## src/rtl/i8035_ext_bus_resp.sv

```systemverilog
// External-bus responder for the T8035 soft CPU: latches the low address on ALE, serves PSENn/RDn reads
// over a req/ack memory port and strobes WRn writes. Optional macro: I8035_BUS_WAIT_EN (CPU stall on REQ).
module i8035_ext_bus_resp #(
  parameter int PROG_PAGE_W = 4,
  parameter int DATA_PAGE_W = 3
) (
  input  logic        I_CLK,
  input  logic        I_RSTn,
  input  logic        I_ALE,
  input  logic        I_PSENn,
  input  logic        I_RDn,
  input  logic        I_WRn,
  input  logic [7:0]  I_DB,
  input  logic [7:0]  I_P2,
  output logic [7:0]  O_DB,
  output logic        O_DB_OE,
  output logic        O_MEM_REQ,
  output logic        O_MEM_SPACE,
  output logic [11:0] O_MEM_ADDR,
  input  logic        I_MEM_ACK,
  input  logic [7:0]  I_MEM_DATA,
  output logic        O_WR_STB,
  output logic [10:0] O_WR_ADDR,
  output logic [7:0]  O_WR_DATA,
  output logic        O_LATE_ERR,
  output logic        O_CPU_HOLD
);

  localparam logic [1:0] ST_IDLE  = 2'd0;
  localparam logic [1:0] ST_REQ   = 2'd1;
  localparam logic [1:0] ST_DRIVE = 2'd2;
  localparam logic [1:0] ST_DRAIN = 2'd3;

  logic        psen_q, rd_q, wr_q;
  logic [7:0]  addr_lo_q;
  logic [1:0]  state_q, state_d;
  logic        space_q, space_d;
  logic [11:0] addr_q, addr_d;
  logic [7:0]  db_q, db_d;
  logic        oe_q, oe_d;
  logic        late_err;
  logic [7:0]  wdata_q;
  logic        wr_stb_q;
  logic [10:0] wr_addr_q;
  logic [7:0]  wr_data_q;

  logic        psen_fall, rd_fall, wr_rise;
  logic        strobe_lvl, strobe_rise;
  logic [11:0] prog_addr, data_addr;
  logic        unused_p2;

  assign psen_fall = psen_q & ~I_PSENn;
  assign rd_fall   = rd_q & ~I_RDn;
  assign wr_rise   = ~wr_q & I_WRn;

  // The strobe that opened the transaction owns it; space_q says which one.
  assign strobe_lvl  = space_q ? I_RDn : I_PSENn;
  assign strobe_rise = space_q ? (~rd_q & I_RDn) : (~psen_q & I_PSENn);

  assign prog_addr = 12'({I_P2[PROG_PAGE_W-1:0], addr_lo_q});
  assign data_addr = 12'({I_P2[DATA_PAGE_W-1:0], addr_lo_q});
  assign unused_p2 = ^I_P2;

  always_ff @(posedge I_CLK or negedge I_RSTn) begin
    if (!I_RSTn) begin
      psen_q    <= 1'b1;
      rd_q      <= 1'b1;
      wr_q      <= 1'b1;
      addr_lo_q <= '0;
    end else begin
      // NOTE: non-blocking assignments so every flop samples pre-edge values, whatever the statement order.
      psen_q <= I_PSENn;
      rd_q   <= I_RDn;
      wr_q   <= I_WRn;
      if (I_ALE) addr_lo_q <= I_DB;
    end
  end

  always_comb begin
    // NOTE: every output of this block gets a default first, so no path can leave one unassigned and infer a latch.
    state_d  = state_q;
    space_d  = space_q;
    addr_d   = addr_q;
    db_d     = db_q;
    oe_d     = oe_q;
    late_err = 1'b0;
    case (state_q)
      ST_IDLE: begin
        if (psen_fall) begin
          state_d = ST_REQ;
          space_d = 1'b0;
          addr_d  = prog_addr;
        end else if (rd_fall) begin
          state_d = ST_REQ;
          space_d = 1'b1;
          addr_d  = data_addr;
        end
      end
      ST_REQ: begin
        if (I_MEM_ACK) begin
          if (!strobe_lvl) begin
            db_d    = I_MEM_DATA;
            oe_d    = 1'b1;
            state_d = ST_DRIVE;
          end else begin
            // Ack landing on the very cycle the strobe ends is still too late.
            late_err = 1'b1;
            state_d  = ST_IDLE;
          end
        end else if (strobe_rise) begin
          state_d = ST_DRAIN;
        end
      end
      ST_DRIVE: begin
        if (strobe_rise) begin
          oe_d    = 1'b0;
          state_d = ST_IDLE;
        end
      end
      ST_DRAIN: begin
        if (I_MEM_ACK) begin
          late_err = 1'b1;
          state_d  = ST_IDLE;
        end
      end
      default: state_d = ST_IDLE;
    endcase
  end

  always_ff @(posedge I_CLK or negedge I_RSTn) begin
    if (!I_RSTn) begin
      state_q <= ST_IDLE;
      space_q <= 1'b0;
      addr_q  <= '0;
      db_q    <= 8'hFF;
      oe_q    <= 1'b0;
    end else begin
      state_q <= state_d;
      space_q <= space_d;
      addr_q  <= addr_d;
      db_q    <= db_d;
      oe_q    <= oe_d;
    end
  end

  // Write path runs independently of the read FSM; the page is sampled on the WRn rise.
  always_ff @(posedge I_CLK or negedge I_RSTn) begin
    if (!I_RSTn) begin
      wdata_q   <= '0;
      wr_stb_q  <= 1'b0;
      wr_addr_q <= '0;
      wr_data_q <= '0;
    end else begin
      if (!I_WRn) wdata_q <= I_DB;
      wr_stb_q <= wr_rise;
      if (wr_rise) begin
        wr_addr_q <= 11'({I_P2[DATA_PAGE_W-1:0], addr_lo_q});
        wr_data_q <= wdata_q;
      end
    end
  end

  assign O_DB        = db_q;
  assign O_DB_OE     = oe_q;
  assign O_MEM_REQ   = (state_q == ST_REQ) || (state_q == ST_DRAIN);
  assign O_MEM_SPACE = space_q;
  assign O_MEM_ADDR  = addr_q;
  assign O_WR_STB    = wr_stb_q;
  assign O_WR_ADDR   = wr_addr_q;
  assign O_WR_DATA   = wr_data_q;
  assign O_LATE_ERR  = late_err;

`ifdef I8035_BUS_WAIT_EN
  assign O_CPU_HOLD = (state_q == ST_REQ);
`else
  assign O_CPU_HOLD = 1'b0;
`endif

endmodule

```

## config.mk

```make
export PLATFORM = sky130hd
export DESIGN_NAME = i8035_ext_bus_resp
export DESIGN_NICKNAME = d
export VERILOG_FILES = /design/src/rtl/i8035_ext_bus_resp.sv
export SDC_FILE = /design/constraint.sdc
export NUM_CORES = 1
export LEC_CHECK = 0
export ABC_AREA = 1
export CAP_MARGIN = 20
export CORE_MARGIN = 4
export CORE_UTILIZATION = 42
export CTS_CLUSTER_SIZE = 20
export DETAILED_ROUTE_END_ITERATION = 6
export PLACE_DENSITY = 0.75
export SLEW_MARGIN = 0
export SYNTH_ARGS = -nofsm -noshare
export SYNTH_HDL_FRONTEND = slang
export SYNTH_SLANG_ARGS = --single-unit
```

## constraint.sdc

```tcl
create_clock -name I_CLK -period 1.3 [get_ports I_CLK]
set_clock_uncertainty 0.2 [all_clocks]
set_input_delay 0.325 -clock I_CLK [delete_from_list [all_inputs] [get_ports I_CLK]]
set_output_delay 0.325 -clock I_CLK [all_outputs]
set_load 0.005 [all_outputs]
```

# ---- Word level (Yosys, flattened, before mapping)
# Cells that the tools add are included.
dict set report op_classes {
  bitwise 11
  reduce_logical 8
  muxes 22
  n_eq_ne 9
}
# op n
set op_table {}
lappend op_table {{$mux 12} 2}
lappend op_table {{$mux 2} 7}
lappend op_table {{$mux 1} 10}
lappend op_table {{$ne 2x2->1 const B} 4}
lappend op_table {{$pmux 2 s4} 1}
lappend op_table {{$reduce_and 4->1} 2}
lappend op_table {{$ne 3x3->1 const B} 2}
lappend op_table {{$not 1->1} 6}
lappend op_table {{$and 1x1->1} 5}
lappend op_table {{$eq 2x2->1 const B} 2}
lappend op_table {{$pmux 1 s2} 2}
lappend op_table {{$reduce_bool 2->1} 2}
lappend op_table {{$reduce_and 3->1} 1}
lappend op_table {{$eq 2x1->1 const B} 1}
lappend op_table {{$logic_not 2->1} 1}
lappend op_table {{$reduce_and 2->1} 1}
lappend op_table {{$logic_or 1x1->1} 1}
dict set report totals {
  wordCells 63
  register_bits 63
  in_bits 31
  out_inout_bits 45
}

# ---- Logic depth before layout (Yosys ltp)
dict set report depth {
  depth_word 6
  depth_mapped 8
}

# ---- Worst setup path before layout
# Ideal clock, no wire load.
dict set report synth_timing {
  path_kind {register -> output}
  from {reg space_q (netlist: O_MEM_SPACE)}
  to {out O_LATE_ERR}
  arrival_ns 0.791
  path_slack_ns -0.016
  required_time_ns 0.775
  path_stages_with_launch 5
  cell_sequence {dfrtp_1 -> nand2_1 -> nand2_4 -> o211ai_1 -> inv_1}
}
dict set report synth_via {
  elab_chain_cells 4
}
# item line_no
set synth_lines {}
lappend synth_lines {{start, declared} 37} ;# logic space_q, space_d;
lappend synth_lines {{start signal, assigned} 139} ;# space_q <= space_d;
lappend synth_lines {{$mux 1} 57} ;# assign strobe_lvl = space_q ? I_RDn : I_PSENn;
lappend synth_lines {{$mux 1} 101} ;# if (!strobe_lvl) begin
lappend synth_lines {{$mux 1} 100} ;# if (I_MEM_ACK) begin
lappend synth_lines {{$pmux 1 s2} 87} ;# case (state_q)
lappend synth_lines {{end, declared} 25} ;# output logic O_LATE_ERR,
# No other way between the ends.

# ---- Final worst setup path
# Ends and elaborated chain as after synthesis.

==> impl_metrics.yaml <==
routing:
  dr.pass1.iters: 4
  antenna_left: 0
  wirelength_um: 6740
  drc: 0
  drt_iter0_markers: 49
  num_vias: 2277
  routedWlPerCell_um: 13.9
  via_per_inst: 4.69
synthesis:
  ys_warn_count: 0
  syn_avg_cell_area_um2: 9.53
  synth_cell_type_count: 24
  synth_edf_count: 0
  synth_area_um2: 2580
  synth_nets: 302
  synthCells: 271
  postSynth.asyncResetShare_pct: 100
  ys_top_cells_by_count: "95 x nand2_1, 52 x dfrtp_1, 31 x inv_1, 21 x o21ai_1"
  ys_seq_area_share_pct: 61.5
  synth_ff_type: "dfrtp_1"
  yosys-top-cells-area: "dfrtp_1 50%, nand2_1 14%, dfstp_2 11%"
  synth_top_area_share_pct: 50.4
  synth.most_common_cell: "nand2_1"
  synth_seq_cells: 63
  yosysTopAreaCell: "dfrtp_1"
sta:
  finalSetupViolations: 68
  rsz0062_at_grt: "true"
  post-route-period-util_pct: 138
  fin_ws_ns: -0.490
  drv_slew: 0
  min_period_ns: 1.79
  hold_viol: 0
  fmax_mhz: 559
hold_path:
  hold_class: "in -> reg"
  worstHoldPathCells: 1
floorplan:
  ioPinCount: 76
  die_h_um: 86.4
  fp.dieW_um: 86.4
  core-area_um2: 5960
  row_count: 28
  start_util_pct: 43.4
  die-area_um2: 7470
global_route:
  grt_overflow: 0
  antenna_found_initial: 0
  grt_pass1_wl_um: 10600
  grt_max_degree: 64
  grt.total_usage_pct: 18.2
  grt_pass1_vias: 2195
power_and_ir_drop:
  p_leak_nw: 2.18
  finalPower_mw: 7.96
  ir_drop_uv: 936
  power_density_nw_per_um2: 1900
place:
  dp_hpwl_um: 3820
  gp_congestion: 0.738
  placed_area_um2: 3540
  io_buffers: 70
clocking:
  clkSinkCount: 63
  cts_tree: "built"
  cts_root_buffer: "clkbuf_8"
  clk_latency_ns: 0.33
  cts_buffers: 9
  htree_levels: 3
  path_clk_slew_ns: 0.07
  clock_path_buffers: 2
cells_and_area:
  fill_cells: 474
  area_growth_pct: 62.0
  drive_above_1_share_pct: 47.4
  fin_area_um2: 4190
  final_nets: 437
  diodes: 0
run_status:
  violations: "setup timing"
  run_status: "finished, violations left"
worst_setup_path:
  worst_path_largest_cell_delay_ns: 0.41
  cp_top_family: "flip-flops"
  cp_max_fo: 3
  cp.arrival_ns: 1.26
  critPathCaptureType: "output pin"
  start_kind: "register"
  cp_slowest_cell: "dfrtp_1"
  path_class: "reg -> out"
  crit_buf_inv: 3
  path_depth: 6
  path_cells: "inv_2 > nand2_2 > nand2_4 > o211ai_1 > inv_1 > buf_2"
  worstRegToRegCells: 10
  cp.required_ns: 0.77
job:
  drv_cap: 0
-- cell families after synthesis --
| kind of cell | after synthesis | share of synthesized area [%] |
|---|---|---|
| and+or+nand+nor | 113 | 19.1 |
| AOI/OAI and AO/OA | 47 | 10.9 |
| other | 1 | 0.145 |
| DFF | 63 | 61.5 |
| buffers and inverters | 47 | 8.28 |
-- final timing paths --
path | slack [ns] | to | startpoint
worst max-delay path | -0.49 | O_LATE_ERR | O_MEM_SPACE
max in group asynchronous | 0.26 | O_DB[4] | I_RSTn
worst min-delay path | 0.08 | psen_q | I_PSENn
min in group asynchronous | 0.32 | wdata_q[5] | I_RSTn
worst min register to register | 0.27 | O_WR_DATA[3] | O_WR_DATA[3]
worst max register to register | -0.31 | state_q[0] | O_MEM_SPACE
-- cell usage in the layout (no fill, tap or decap), types with 9 or more instances in the layout --
| cell type | n |
|---|---|
| clkbuf_8 | 10 |
| clkdlybuf4s50_1 | 22 |
| dfstp_2 | 11 |
| buf_2 | 39 |
| o21ai_2 | 19 |
| o21ai_1 | 14 |
| nand2_4 | 9 |
| buf_6 | 14 |
| nand2_2 | 15 |
| nand2_1 | 74 |
| o21ai_0 | 9 |
| buf_4 | 46 |
| inv_1 | 30 |
| dfrtp_1 | 52 |
-- routing by layer --
| metal | vias to the layer above | global-route usage (%) | part of all wire [%] |
|---|---|---|---|
| li1 | 1118 | - | - |
| met1 | 1065 | 22.6 | 41 |
| met2 | 82 | 30.3 | 49 |
| met3 | 12 | 4.47 | 8.0 |
| met4 | 0 | 7.79 | 1.6 |
| met5 | - | 0 | 0 |
-- power by group --
part | switching [mW] | total (mW) | leakage, nW | internal, mW
Sequential | 0.295 | 2.80 | 0.759 | 2.51
Combinational | 1.52 | 3.43 | 1.32 | 1.91
Clock | 0.784 | 1.73 | 0.0989 | 0.943
-- cell type report --
| class | instances | area [um^2] | area share, % |
|---|---|---|---|
| clock buffer | 10 | 138 | 3.29 |
| clock inverter | 6 | 67.6 | 1.61 |
| inverter | 35 | 141 | 3.38 |
| multi-input combinational | 163 | 985 | 23.5 |
| sequential | 63 | 1590 | 38.0 |
| tap | 75 | 93.8 | 2.24 |
| timing repair buffer | 134 | 1170 | 28.0 |
-- sequential cells by signal (all words and copies together) (netlist names) --
signal,flops
O_WR_STB,1
state_q,2
psen_q,1
wr_q,1
O_DB_OE,1
wdata_q,8
O_WR_DATA,8
O_WR_ADDR,11
addr_lo_q,8
O_MEM_SPACE,1
rd_q,1
O_MEM_ADDR,12
O_DB,8
-- timing repair --
item,CTS,global route
buffers inserted,18,17
resized for setup,211,41
cloned,6,1
pin swaps,8,7
endpoints found under the setup margin,77,76
hold buffers,1,0
hold endpoints to repair,52,0
-- metrics by stage --
step           hold WS (ns)  TNS [ns]  worst slack (ns)  std cells  util [%]
6_report             0.0824     -9.75            -0.490        486      70.3
5_1_grt              0.0680    -12.81            -0.586        486      70.3
4_1_cts              0.0619    -11.26            -0.538        471      65.6
3_5_place_dp          0.161    -27.37            -0.906        430      59.5
3_3_place_gp          0.161    -25.54            -0.849        430      59.5
2_1_floorplan        -0.171   -0.0102           -0.0102        271         -
(Power assumes the default switching activity.)
